--- src/rtl/mips32_fetch_queue_if.sv ---
// ----------------------------------------------------------------------------
// mips32_fetch_queue_if
//   Bundles the instruction-memory request/response channel, the decode-side
//   valid/ready channel and the redirect/halt controls of the fetch queue.
//
//   master : the fetch queue itself (drives requests and the decode head)
//   slave  : the environment (instruction memory + decode + branch unit)
//
//   imem_req_valid / imem_req_ready / imem_addr   word fetch request
//   imem_rsp_valid / imem_rdata                   in-order read return
//   if_valid / if_ready / if_ir / if_npc          head instruction to decode
//   redirect_valid / redirect_pc                  taken-branch flush
//   halt                                          stop issuing new fetches
// ----------------------------------------------------------------------------
interface mips32_fetch_queue_if #(
    parameter int AW = 10,
    parameter int DW = 32
);
    logic          imem_req_valid;
    logic          imem_req_ready;
    logic [AW-1:0] imem_addr;
    logic          imem_rsp_valid;
    logic [DW-1:0] imem_rdata;
    logic          if_valid;
    logic          if_ready;
    logic [DW-1:0] if_ir;
    logic [AW-1:0] if_npc;
    logic          redirect_valid;
    logic [AW-1:0] redirect_pc;
    logic          halt;

    modport master (
        output imem_req_valid,
        input  imem_req_ready,
        output imem_addr,
        input  imem_rsp_valid,
        input  imem_rdata,
        output if_valid,
        input  if_ready,
        output if_ir,
        output if_npc,
        input  redirect_valid,
        input  redirect_pc,
        input  halt
    );

    modport slave (
        input  imem_req_valid,
        output imem_req_ready,
        input  imem_addr,
        output imem_rsp_valid,
        output imem_rdata,
        input  if_valid,
        output if_ready,
        input  if_ir,
        input  if_npc,
        output redirect_valid,
        output redirect_pc,
        output halt
    );
endinterface

--- src/rtl/mips32_fetch_queue.sv ---
// ----------------------------------------------------------------------------
// mips32_fetch_queue
//   Instruction prefetch queue between a variable-latency instruction memory
//   and the IF/ID register. Issues in-order word fetches, buffers up to DEPTH
//   instructions and hands them to decode with their next-PC (PC+1, word
//   addressed). A redirect flushes the queue; responses to fetches that were
//   in flight at the time are counted in drop_cnt and discarded on return.
//
// Ports
//   clk1   clock, all state on posedge
//   rst_n  asynchronous reset, active low
//   bus    mips32_fetch_queue_if.master (imem request/response, decode head,
//          redirect, halt)
//
// Parameters
//   DEPTH  queue entries and max outstanding fetches (power of 2, >= 2)
//   AW     word-address width
//   DW     instruction width
//
// Configuration
//   FQ_BYPASS_EN  when defined, a response that fills the head entry is also
//                 presented to decode in the same cycle (and popped without
//                 being stored if decode is ready). When undefined, the decode
//                 outputs depend on registered state only.
// ----------------------------------------------------------------------------
module mips32_fetch_queue #(
    parameter int DEPTH = 4,
    parameter int AW    = 10,
    parameter int DW    = 32
) (
    input logic                  clk1,
    input logic                  rst_n,
    mips32_fetch_queue_if.master bus
);
    localparam int PW = $clog2(DEPTH);
    localparam int CW = PW + 1;
    localparam logic [CW-1:0] DEPTH_C = CW'(DEPTH);
    localparam logic [CW:0]   DEPTH_W = (CW+1)'(DEPTH);
    localparam logic [PW:0]   PTR_ONE = (PW+1)'(1);

    logic [AW-1:0]    ent_addr [DEPTH];
    logic [DW-1:0]    ent_data [DEPTH];
    logic [DEPTH-1:0] ent_filled;

    // Pointers carry one wrap bit so full and empty are distinguishable.
    logic [PW:0]   alloc_ptr, fill_ptr, head_ptr;
    logic [PW-1:0] alloc_idx, fill_idx, head_idx;

    logic [AW-1:0] pc;
    logic [CW-1:0] drop_cnt, drop_next;
    logic          started;

    logic [CW-1:0] count, unfilled;
    logic [CW:0]   pending;
    logic          issue_ok, issue_fire;
    logic          rsp_drop, rsp_fill, rsp_used;
    logic          head_filled, bypass_hit;
    logic          if_valid_int, pop, store;

    assign alloc_idx = alloc_ptr[PW-1:0];
    assign fill_idx  = fill_ptr[PW-1:0];
    assign head_idx  = head_ptr[PW-1:0];

    assign count    = alloc_ptr - head_ptr;
    assign unfilled = alloc_ptr - fill_ptr;
    // Fetches the memory still owes us, whether they will be kept or dropped.
    assign pending  = {1'b0, unfilled} + {1'b0, drop_cnt};

    // started keeps the request line low until the first edge after reset,
    // so the reset state shows no request regardless of halt.
    assign issue_ok   = started && !bus.halt && !bus.redirect_valid
                        && (count < DEPTH_C) && (pending < DEPTH_W);
    assign issue_fire = issue_ok && bus.imem_req_ready;

    assign rsp_drop = bus.imem_rsp_valid && (drop_cnt != '0);
    assign rsp_fill = bus.imem_rsp_valid && (drop_cnt == '0) && (unfilled != '0);
    assign rsp_used = rsp_drop || rsp_fill;

    assign head_filled = (count != '0) && ent_filled[head_idx];

    // Fills are in order, so an unfilled head is always the fill target.
`ifdef FQ_BYPASS_EN
    assign bypass_hit = rsp_fill && (count != '0) && !ent_filled[head_idx];
`else
    assign bypass_hit = 1'b0;
`endif

    assign if_valid_int = head_filled || bypass_hit;
    assign pop          = if_valid_int && bus.if_ready && !bus.redirect_valid;
    // A bypassed response that pops immediately never needs storing.
    assign store        = rsp_fill && !(bypass_hit && pop);

    // A same-cycle response consumes one of the owed fetches.
    assign drop_next = drop_cnt + unfilled - CW'(rsp_used);

    assign bus.imem_req_valid = issue_ok;
    assign bus.imem_addr      = pc;
    assign bus.if_valid       = if_valid_int;

    always_comb begin
        bus.if_ir  = '0;
        bus.if_npc = '0;
        if (head_filled) begin
            bus.if_ir  = ent_data[head_idx];
            bus.if_npc = ent_addr[head_idx] + AW'(1);
        end else if (bypass_hit) begin
            bus.if_ir  = bus.imem_rdata;
            bus.if_npc = ent_addr[head_idx] + AW'(1);
        end
    end

    always_ff @(posedge clk1 or negedge rst_n) begin
        if (!rst_n) begin
            pc         <= '0;
            alloc_ptr  <= '0;
            fill_ptr   <= '0;
            head_ptr   <= '0;
            drop_cnt   <= '0;
            started    <= 1'b0;
            ent_filled <= '0;
            for (int i = 0; i < DEPTH; i++) begin
                ent_addr[i] <= '0;
                ent_data[i] <= '0;
            end
        end else begin
            started <= 1'b1;
            if (bus.redirect_valid) begin
                // Redirect wins over issue, fill and pop in the same cycle.
                pc         <= bus.redirect_pc;
                alloc_ptr  <= '0;
                fill_ptr   <= '0;
                head_ptr   <= '0;
                ent_filled <= '0;
                drop_cnt   <= drop_next;
            end else begin
                if (pop) begin
                    head_ptr             <= head_ptr + PTR_ONE;
                    ent_filled[head_idx] <= 1'b0;
                end
                if (issue_fire) begin
                    ent_addr[alloc_idx]   <= pc;
                    ent_filled[alloc_idx] <= 1'b0;
                    alloc_ptr             <= alloc_ptr + PTR_ONE;
                    pc                    <= pc + AW'(1);
                end
                if (rsp_drop) begin
                    drop_cnt <= drop_cnt - CW'(1);
                end
                if (rsp_fill) begin
                    fill_ptr <= fill_ptr + PTR_ONE;
                    if (store) begin
                        ent_data[fill_idx]   <= bus.imem_rdata;
                        ent_filled[fill_idx] <= 1'b1;
                    end
                end
            end
        end
    end
endmodule

--- src/flat_wrapper.sv ---
// flat-port wrapper written by rule: the top's interface ports become plain ports
module mips32_fetch_queue_flat 
#(
    parameter int DEPTH = 4,
    parameter int AW    = 10,
    parameter int DW    = 32
)
  (clk1, rst_n, bus_imem_req_valid, bus_imem_req_ready, bus_imem_addr, bus_imem_rsp_valid, bus_imem_rdata, bus_if_valid, bus_if_ready, bus_if_ir, bus_if_npc, bus_redirect_valid, bus_redirect_pc, bus_halt);
  mips32_fetch_queue_if #(.AW(AW), .DW(DW)) bus_i ();
  input logic clk1;
  input logic rst_n;
  output wire logic [$bits(bus_i.imem_req_valid)-1:0] bus_imem_req_valid;
  input wire logic [$bits(bus_i.imem_req_ready)-1:0] bus_imem_req_ready;
  output wire logic [$bits(bus_i.imem_addr)-1:0] bus_imem_addr;
  input wire logic [$bits(bus_i.imem_rsp_valid)-1:0] bus_imem_rsp_valid;
  input wire logic [$bits(bus_i.imem_rdata)-1:0] bus_imem_rdata;
  output wire logic [$bits(bus_i.if_valid)-1:0] bus_if_valid;
  input wire logic [$bits(bus_i.if_ready)-1:0] bus_if_ready;
  output wire logic [$bits(bus_i.if_ir)-1:0] bus_if_ir;
  output wire logic [$bits(bus_i.if_npc)-1:0] bus_if_npc;
  input wire logic [$bits(bus_i.redirect_valid)-1:0] bus_redirect_valid;
  input wire logic [$bits(bus_i.redirect_pc)-1:0] bus_redirect_pc;
  input wire logic [$bits(bus_i.halt)-1:0] bus_halt;
  assign bus_imem_req_valid = bus_i.imem_req_valid;
  assign bus_i.imem_req_ready = bus_imem_req_ready;
  assign bus_imem_addr = bus_i.imem_addr;
  assign bus_i.imem_rsp_valid = bus_imem_rsp_valid;
  assign bus_i.imem_rdata = bus_imem_rdata;
  assign bus_if_valid = bus_i.if_valid;
  assign bus_i.if_ready = bus_if_ready;
  assign bus_if_ir = bus_i.if_ir;
  assign bus_if_npc = bus_i.if_npc;
  assign bus_i.redirect_valid = bus_redirect_valid;
  assign bus_i.redirect_pc = bus_redirect_pc;
  assign bus_i.halt = bus_halt;
  mips32_fetch_queue #(.DEPTH(DEPTH), .AW(AW), .DW(DW)) u_core (.clk1(clk1), .rst_n(rst_n), .bus(bus_i));
endmodule
--- config.mk ---
export PLATFORM = sky130hd
export DESIGN_NAME = mips32_fetch_queue_flat
export DESIGN_NICKNAME = d
export VERILOG_FILES = /design/src/rtl/mips32_fetch_queue_if.sv /design/src/rtl/mips32_fetch_queue.sv /design/src/flat_wrapper.sv
export SDC_FILE = /design/constraint.sdc
export NUM_CORES = 1
export LEC_CHECK = 0
export ABC_AREA = 1
export CORE_MARGIN = 4
export CORE_UTILIZATION = 55
export CTS_CLUSTER_DIAMETER = 80
export DETAILED_ROUTE_END_ITERATION = 8
export PLACE_DENSITY = 0.87
export SLEW_MARGIN = 0
export SYNTH_ARGS = -nofsm -noshare
export SYNTH_HDL_FRONTEND = slang
export SYNTH_SLANG_ARGS = --single-unit
--- constraint.sdc ---
create_clock -name clk1 -period 3.7 [get_ports clk1]
set_clock_uncertainty 0.05 [all_clocks]
set_input_delay 0.555 -clock clk1 [delete_from_list [all_inputs] [get_ports clk1]]
set_output_delay 0.555 -clock clk1 [all_outputs]
set_load 0.02 [all_outputs]
Word-level counts from Yosys, hierarchy flattened
Index checks and enable logic that the tools add are counted.
{"block": "word_totals", "ff_bits": 195, "latch_bits": 0, "ram_bits": 0, "mem_bits_ro": 0, "elab_cells": 115, "n_memories": 0}
{"block": "op_classes", "n_addsub": 11, "multipliers": 0, "n_div": 0, "magnitude_cmp": 13, "n_eq_ne": 0, "n_shift": 0, "n_mux": 38, "bitwise_logic": 9, "reduce_logical": 29}
{"op": "$bwmux 128", "n": 1}
{"op": "$mux 32", "n": 4}
{"op": "$bmux 32 s2", "n": 1}
{"op": "$demux 32 s2", "n": 1}
{"op": "$mux 10", "n": 6}
{"op": "$bwmux 40", "n": 1}
{"op": "$mux 3", "n": 8}
{"op": "$mux 4", "n": 6}
{"op": "$add 10x1->10 const B", "n": 2}
{"op": "$bmux 10 s2", "n": 1}
{"op": "$demux 10 s2", "n": 1}
{"op": "$logic_and 1x1->1", "n": 16}
{"op": "$add 3x1->3 const B", "n": 3}
{"op": "$ge 3x3->1 const B", "n": 3}
{"op": "$lt 2x3->1 const B", "n": 3}
{"op": "$not 2->3", "n": 3}
{"op": "$reduce_bool 3->1", "n": 3}
{"op": "$and 4x4->4", "n": 2}
{"op": "$not 4->4", "n": 2}
{"op": "$reduce_bool 2->1", "n": 4}
{"op": "$demux 1 s2", "n": 3}
{"op": "$ge 2x1->1 const B", "n": 3}
{"op": "$lt 3x1->1 const B", "n": 2}
{"op": "$sub 3x3->3", "n": 2}
{"op": "14 further kinds", "n": 19}

Logic depth before layout (Yosys ltp)
Gate-level depths: netlist of run 1.
{"block": "logic_depth", "depth_word": 14, "mapped_depth": 19}

Least setup slack after synthesis of run 1
No wires, ideal clock.
{"block": "synth_timing", "kind": "register to register", "from": "register u_core.alloc_ptr[0]", "to": "register u_core.drop_cnt[1]", "setup_ns": 0.127, "arrival_time_ns": 2.872, "t_required_ns": 3.523, "setup_slack_ns": 0.651, "stages_incl_launch_ff": 19, "n_path_buf": 0, "path_cell_list": "dfrtp_1 > inv_1 > ha_1 > inv_1 > fa_1 > xnor2_1 > inv_1 > nand2_2 > nand4_4 > nand2_1 > nand2_1 > ha_1 > inv_1 > ha_1 > fa_1 > nand2_1 > o21ai_0 > nand2_1 > o21ai_0"}
{"block": "synth_between", "elab_chain_len": 6, "elab_cells_between_ends": 7, "classes_between": "add/sub (3); mux (1); reduce/logical (3)"}
{"element": "start: declaration", "line_no": "mips32_fetch_queue.sv:46", "source": "logic [PW:0] alloc_ptr, fill_ptr, head_ptr;"}
{"element": "start signal: assignment", "line_no": "mips32_fetch_queue.sv:143", "source": "alloc_ptr <= alloc_ptr + PTR_ONE;"}
{"element": "$sub 3x3->3 (*)", "line_no": "mips32_fetch_queue.sv:65", "source": "assign unfilled = alloc_ptr - fill_ptr;"}
{"element": "branches (longest 3 deep; another with $add 3x3->3)"}
{"element": "$sub 3x1->3 (*)", "line_no": "mips32_fetch_queue.sv:94", "source": "assign drop_next = drop_cnt + unfilled - CW'(rsp_used);"}
{"element": "$mux 3 (*)", "line_no": "mips32_fetch_queue.sv:127", "source": "if (bus.redirect_valid) begin"}
{"element": "end signal: assignment", "line_no": "mips32_fetch_queue.sv:134", "source": "drop_cnt <= drop_next;"}
{"element": "end signal: assignment", "line_no": "mips32_fetch_queue.sv:147", "source": "drop_cnt <= drop_cnt - CW'(1);"}
{"element": "end: declaration", "line_no": "mips32_fetch_queue.sv:50", "source": "logic [CW-1:0] drop_cnt, drop_next;"}
Every way passes the cells marked *.
A chain may end at the register's enable or synchronous reset.

Worst setup path in the final report of run 1
{"block": "layout_timing", "from": "register u_core.alloc_ptr[0]", "to": "output bus_if_ir[1]"}
{"block": "layout_between", "elab_chain_len": 4}
{"element": "$sub 3x3->3", "line_no": "mips32_fetch_queue.sv:64", "source": "assign count = alloc_ptr - head_ptr;"}
{"element": "$reduce_bool 3->1", "line_no": "mips32_fetch_queue.sv:79", "source": "assign head_filled = (count != '0) && ent_filled[head_idx];"}
{"element": "$logic_and 1x1->1", "line_no": "mips32_fetch_queue.sv:79"}
{"element": "$mux 32", "line_no": "mips32_fetch_queue.sv:103", "source": "if (head_filled) begin"}
{"element": "end: declaration", "line_no": "flat_wrapper.sv:19", "source": "output wire logic [$bits(bus_i.if_ir)-1:0] bus_if_ir;"}
Every way passes these cells.

==> results.ini, run 1 <==
[synthesis]
yosys_register_bits=195
synthAdderAreaFrac_pct=3.37
synth-main-ff-cell=dfrtp_1
ys_types=37
yosysWarnings=0
ys_seq_area_share_pct=48.3
synth_xor_area_share_pct=1.04
synth_edf_count=0
synth_fp_nets=1307
syn_avg_cell_area_um2=8.20
yosys.area_share.simple_pct=21.7
synth_cells=1232
synth_top_family_by_area=simple AND/OR/NAND/NOR gates
synth_area_mm2=0.0101
synth_mux_area_share_pct=0
async_flop_share_pct=100
synth_compound_area_share_pct=16.9

[sta]
finalCriticalPeriod_ns=3.53
fmax_mhz=283
period_share_pct=95.4
relSlewSlack_pct=29.8
tns_ns=0
rsz0062_at_grt=false
hold_viol=0
setup_viol=0
slew_violations=0
worst_pin_slew_ns=1.05

[grt]
antenna_found_initial=0
grt_max_degree=117
grt_pass1_vias=8116
grt.total_usage_pct=23.4
grt_overflow=0
grt_pass1_wl_mm=38.8

[placement]
dpl.hpwl_mm=15.0
portBuffers=102
place_congestion=0.871
dpl_cell_area_mm2=0.0111

[critical_path]
required_ns=3.09
reg2reg_to=u_core.drop_cnt[1]$_DFFE_PN0P_
rr_startpoint=u_core.alloc_ptr[0]$_DFFE_PN0P_
rrSetupSlack_ns=0.44
reg2reg_depth=18
crit_fanout=16
end_kind=primary output
startpoint_type=flop
crit_path_end=bus_if_ir[1]
path_class=flop to primary output
worstPathArrival_ns=2.92
worstSetupStartpoint=u_core.alloc_ptr[0]$_DFFE_PN0P_

[run]
maxCapViolCount=0

[detailed_routing]
firstDrtPassIters=7
wl_per_cell_um=15.3
finalWirelength_mm=23.6
viasPerCell=5.54
final_antenna_net_count=0
drtIter0Drc=839
drc_errors=0
vias=8548

[die]
die_w_um=144
die_area_mm2=0.0206
fp-row-count=49
core_mm2=0.0180
start_util_pct=56.1
die_y_um=144
design.portCount=103

[layout]
final_cell_area_mm2=0.0117
mostFrequentLayoutCells=nand2_1 (298), dfrtp_1 (194), nor2_1 (182)
antenna_cells=0
area_delta_synth_final_pct=15.6
final_nets=1376
final_common_cell=nand2_1
layout-drive-gt1-share_pct=9.89

[power]
sequentialPowerShare_pct=46.1
p_clk_share_pct=35.0
vdd_ir_drop_max_v=0.000385
combPwrFrac_pct=18.9
p_leak_nw=5.47
intPower_mw=3.73
swShare_pct=29.6
p_sw_mw=1.57
power_density_mw_per_mm2=454

[clocking]
cts_tree=built
ctsResizeCount=3
clkTransAtPathRegs_ns=0.07
clkLatencyLatePin_ns=0.44
root_buffer=clkbuf_16
numClockSinks=195
cts_buffer_depth=2
cts_setup_buffers=0
cts-hold-fix-buffers=0
cts_htree_levels=4
numCtsBuffers=17

[min_path]
worst_hold_path_type=input port to async pin

[outcome]
status=finished clean

[worst min-delay path by stage]
| stage | end | cells past startpoint | slack, ns |
|---|---|---|---|
| 2_1_floorplan | u_core.alloc_ptr[0]$_DFFE_PN0P_ | 0 | 0.21 |
| 3_3_place_gp | u_core.ent_data[15]$_DFFE_PN0P_ | 2 | 0.41 |
| 3_5_place_dp | u_core.ent_data[16]$_DFFE_PN0P_ | 2 | 0.41 |
| 4_1_cts | u_core.bus.imem_addr[4]$_DFFE_PN0P_ | 1 | 0.22 |
| 5_1_grt | u_core.bus.imem_addr[0]$_DFFE_PN0P_ | 1 | 0.25 |
| 6_report | u_core.bus.imem_addr[4]$_DFFE_PN0P_ | 1 | 0.15 |
[through the flow]
step	instances	hold slack, ns	power [mW]	utilization (%)	setup slack (ns)
6_report	1543	0.153	5.30	64.8	0.171
3_3_place_gp	1511	0.409	3.42	61.4	0.335
4_1_cts	1543	0.224	5.32	64.7	0.0937
3_5_place_dp	1511	0.412	3.47	61.4	0.298
2_1_floorplan	1232	0.209	3.15	-	0.651
5_1_grt	1543	0.251	5.58	64.8	0.00112
[power by group through the flow]
stage	Combinational, mW	Sequential (mW)	Clock, mW
after floorplan	0.680	2.47	0
after global placement	0.945	2.47	0
after detailed placement	0.993	2.48	0
after CTS	1.00	2.44	1.87
after global routing	1.14	2.47	1.97
final	1.00	2.45	1.85
[logic make-up (layout without fill, tap and decap cells)]
| logic type | Yosys count | in the layout |
|---|---|---|
| simple gates | 539 | 539 |
| compound gates | 300 | 300 |
| flops | 195 | 195 |
| buf+inv | 159 | 241 |
| fa+ha+maj | 26 | 26 |
| xor+xnor | 12 | 12 |
| other cells | 1 | 1 |
[layer usage]
| metal | global-route usage, % | up-vias | wire length [um] |
|---|---|---|---|
| li1 | - | 4113 | - |
| met1 | 32.6 | 4111 | 10200 |
| met2 | 37.3 | 287 | 11600 |
| met3 | 4.53 | 37 | 1500 |
| met4 | 7.63 | 0 | 347 |
| met5 | 0 | - | 0 |
[flip-flops by register name, indices dropped and copies added (netlist names)]
signal	count
u_core.started	1
u_core.ent_data	128
u_core.head_ptr	3
u_core.alloc_ptr	3
u_core.ent_addr	40
u_core.ent_filled	4
u_core.fill_ptr	3
u_core.bus.imem_addr	10
u_core.drop_cnt	3
[critical path, cell delays in order (launching register included)]
cell             delay (ns)
dfrtp_1                0.40
inv_1                  0.08
buf_4                  0.14
ha_1                   0.14
inv_1                  0.04
nand2_1                0.07
nand2_1                0.07
nand3_1                0.09
nand2_2                0.09
nand2_1                0.13
nand2_4                0.18
buf_12                 0.21
a21oi_1                0.20
clkdlybuf4s50_1        0.65
[Yosys cell counts, drive strengths merged, types with 2 or more instances]
| master | count | area, um2 |
|---|---|---|
| inv | 84 | 315 |
| o211ai | 11 | 82.6 |
| nor2 | 187 | 729 |
| clkbuf | 16 | 60.1 |
| dfrtp | 195 | 4880 |
| fa | 2 | 40.0 |
| nand3 | 33 | 175 |
| buf | 58 | 495 |
| nand4 | 7 | 83.8 |
| xnor2 | 3 | 26.3 |
| nor3 | 3 | 15.0 |
| nand2 | 306 | 1160 |
| xor2 | 9 | 78.8 |
| a21oi | 56 | 318 |
| ha | 24 | 300 |
| o21ai | 230 | 1290 |
[cell type report]
| type | count | area, um2 |
|---|---|---|
| Timing Repair Buffer | 124 | 1210 |
| Sequential cell | 195 | 4880 |
| Tap cell | 229 | 287 |
| Fill cell | 1442 | 6340 |
| Inverter | 85 | 327 |
| Multi-Input combinational cell | 878 | 4390 |
| Clock inverter | 13 | 145 |
| Clock buffer | 19 | 443 |
(Power assumes the default switching activity.)
==> run 2: changes to the inputs <==
--- a/config.mk
+++ b/config.mk
@@ -6,11 +6,12 @@
 export NUM_CORES = 1
 export LEC_CHECK = 0
 export ABC_AREA = 1
+export CAP_MARGIN = 25
 export CORE_MARGIN = 4
 export CORE_UTILIZATION = 55
 export CTS_CLUSTER_DIAMETER = 80
 export DETAILED_ROUTE_END_ITERATION = 8
-export PLACE_DENSITY = 0.87
+export PLACE_DENSITY = 0.78
 export SLEW_MARGIN = 0
 export SYNTH_ARGS = -nofsm -noshare
 export SYNTH_HDL_FRONTEND = slang
==> run 2 against run 1 <==
- sequential cell count is the same
- worst hold slack gained 0.0033 ns
- highest routed layer unchanged
- first-iteration DRC count shrank 19%
- critical path depth shrank 2
- clock power shrank 8%
==> results.ini, run 2 (synthesis gave the netlist of run 1 again) <==
[layout]
layout-drive-gt1-share_pct=9.53  ; -0.36 points
area_delta_synth_final_pct=15.6  ; unchanged
mostFrequentLayoutCells=nand2_1 (297), dfrtp_1 (194), nor2_1 (182)
final_nets=1376  ; unchanged
final_cell_area_mm2=0.0117  ; unchanged
n_fill_cell=1494  ; +3.6%
final_common_cell=nand2_1
regArea_mm2=0.00488  ; unchanged
fin_util_pct=64.8  ; unchanged
largest_reg_flops=128  ; unchanged
top_register=u_core.ent_data
stdcell_count=1540  ; -0.19%
antenna_cells=0  ; unchanged
multiInputGateArea_mm2=0.00438  ; about the same

[placement]
place_congestion=0.854  ; -1.9%
portBuffers=102  ; unchanged
dpl.hpwl_mm=14.9  ; -0.38%
place_inst=1509  ; -0.13%
dpl_cell_area_mm2=0.0111  ; -0.14%
dp_slack_ns=0.276  ; -0.0216 ns

[detailed_routing]
drtIter0Drc=682  ; -19%
firstDrtPassIters=5  ; -2
final_antenna_net_count=0  ; unchanged
wl_met2_mm=11.1  ; -4.1%
drc_errors=0  ; unchanged
wl_met1_mm=10.9  ; +6.7%
finalWirelength_mm=23.6  ; -0.11%
dr.max_layer_used=met4
viasPerCell=5.45  ; -1.6%
wl_per_cell_um=15.3  ; about the same
vias=8395  ; -1.8%
route.met3.wl_mm=1.36  ; -9.5%

[critical_path]
crit_fanout=39  ; +23
reg2reg_depth=18  ; unchanged
rr_startpoint=u_core.alloc_ptr[0]$_DFFE_PN0P_
path_class=flop to primary output
end_kind=primary output
required_ns=3.09  ; about the same
rrSetupSlack_ns=0.41  ; -0.03 ns
worstPathArrival_ns=2.92  ; about the same
reg2reg_to=u_core.ent_filled[1]$_DFF_PN0_
startpoint_type=flop

[die]
die_y_um=144  ; unchanged
fp-row-count=49  ; unchanged
core_mm2=0.0180  ; unchanged
die_area_mm2=0.0206  ; unchanged
die_w_um=144  ; unchanged
start_util_pct=56.1  ; unchanged
design.portCount=103  ; unchanged

[grt]
grt.total_usage_pct=23.6  ; +0.24 points
grt_max_degree=101  ; -14%
antenna_found_initial=0  ; unchanged
grt_overflow=0  ; unchanged
grt_pass1_vias=7982  ; -1.7%
grt_pass1_wl_mm=39.2  ; +0.83%

[clocking]
numClockSinks=195  ; unchanged
cts-hold-fix-buffers=0  ; unchanged
root_buffer=clkbuf_16
cts_htree_levels=4  ; unchanged
numCtsBuffers=17  ; unchanged
clkLatencyLatePin_ns=0.43  ; about the same
cts_setup_buffers=0  ; unchanged
cts_buffer_depth=2  ; unchanged
cts_tree=built
clkTransAtPathRegs_ns=0.07  ; about the same

[sta]
fmax_mhz=284  ; about the same
whs_ns=0.156  ; +0.00332 ns
fin_ws_ns=0.174  ; +0.00296 ns
slew_violations=0  ; unchanged
finalCriticalPeriod_ns=3.53  ; -0.00296 ns
worst_pin_slew_ns=0.807  ; -0.244 ns
tns_ns=0  ; unchanged
hold_viol=0  ; unchanged
relSlewSlack_pct=46.2  ; +16 points
setup_viol=0  ; unchanged
period_share_pct=95.3  ; about the same
rsz0062_at_grt=false

[power]
vdd_ir_drop_max_v=0.000349  ; -9.4%
power_density_mw_per_mm2=441  ; -2.8%
finalPower_mw=5.15  ; -2.8%
p_leak_nw=5.40  ; -1.2%

[run]
maxCapViolCount=0  ; unchanged

[min_path]
worst_hold_path_type=input port to async pin

[outcome]
status=finished clean

-- run 2: changes by cell type in the layout (fill, tap and decap cells not counted), sizes merged --
cell and change:
clkbuf +5, bufinv -1, inv -7, clkdlybuf4s50 +3
clkinv +2, clkinvlp -2, dlymetal6s2s -3
-- run 2: critical path: stages (launching register included) --
cell,delay (ns)
dfrtp_1,0.37
buf_6,0.29
buf_4,0.33
nor2_1,0.07
o21ai_0,0.07
nand2_1,0.12
nand2_2,0.11
buf_8,0.30
inv_2,0.11
nand2_1,0.08
nor2_1,0.04
clkdlybuf4s50_1,0.53
-- run 2: cell type report --
type | instances | area share (%)
clock buffer | 24 | 4.12
multi-input combinational | 878 | 37.5
clock inverter | 5 | 0.461
tap | 229 | 2.45
inverter | 85 | 2.75
timing repair buffer | 124 | 10.9
sequential | 195 | 41.8
-- run 2: metal layers --
| layer | track usage [%] | vias up |
|---|---|---|
| li1 | - | 4102 |
| met1 | 34.2 | 4042 |
| met2 | 37.6 | 235 |
| met3 | 4.69 | 16 |
| met4 | 4.81 | 0 |
| met5 | 0 | - |
-- run 2: report_power, final --
part | leakage (nW) | switching, mW | internal, mW
sequential | 2.66 | 0.119 | 2.32
clock | 0.266 | 0.741 | 0.968
combinational | 2.48 | 0.612 | 0.388
total | 5.40 | 1.47 | 3.68
-- run 2: how the worst max path moves through the flow --
stage / slack (ns) / start / cells after the start / endpoint
finish: 0.17 / u_core.head_ptr[1]$_DFFE_PN0P_ / 11 / bus_if_npc[7]
global route: 0.03 / u_core.alloc_ptr[0]$_DFFE_PN0P_ / 14 / bus_imem_req_valid
CTS: 0.02 / u_core.head_ptr[0]$_DFFE_PN0P_ / 13 / bus_if_npc[8]
detailed placement: 0.28 / u_core.alloc_ptr[0]$_DFFE_PN0P_ / 14 / bus_imem_req_valid
global placement: 0.32 / u_core.alloc_ptr[0]$_DFFE_PN0P_ / 14 / bus_imem_req_valid
floorplan: 0.65 / u_core.alloc_ptr[0]$_DFFE_PN0P_ / 18 / u_core.drop_cnt[1]$_DFFE_PN0P_
-- run 2: timing repair --
action	CTS	global route
hold endpoints to repair	0	0
setup endpoints to repair	8	26
resized for setup	2	18
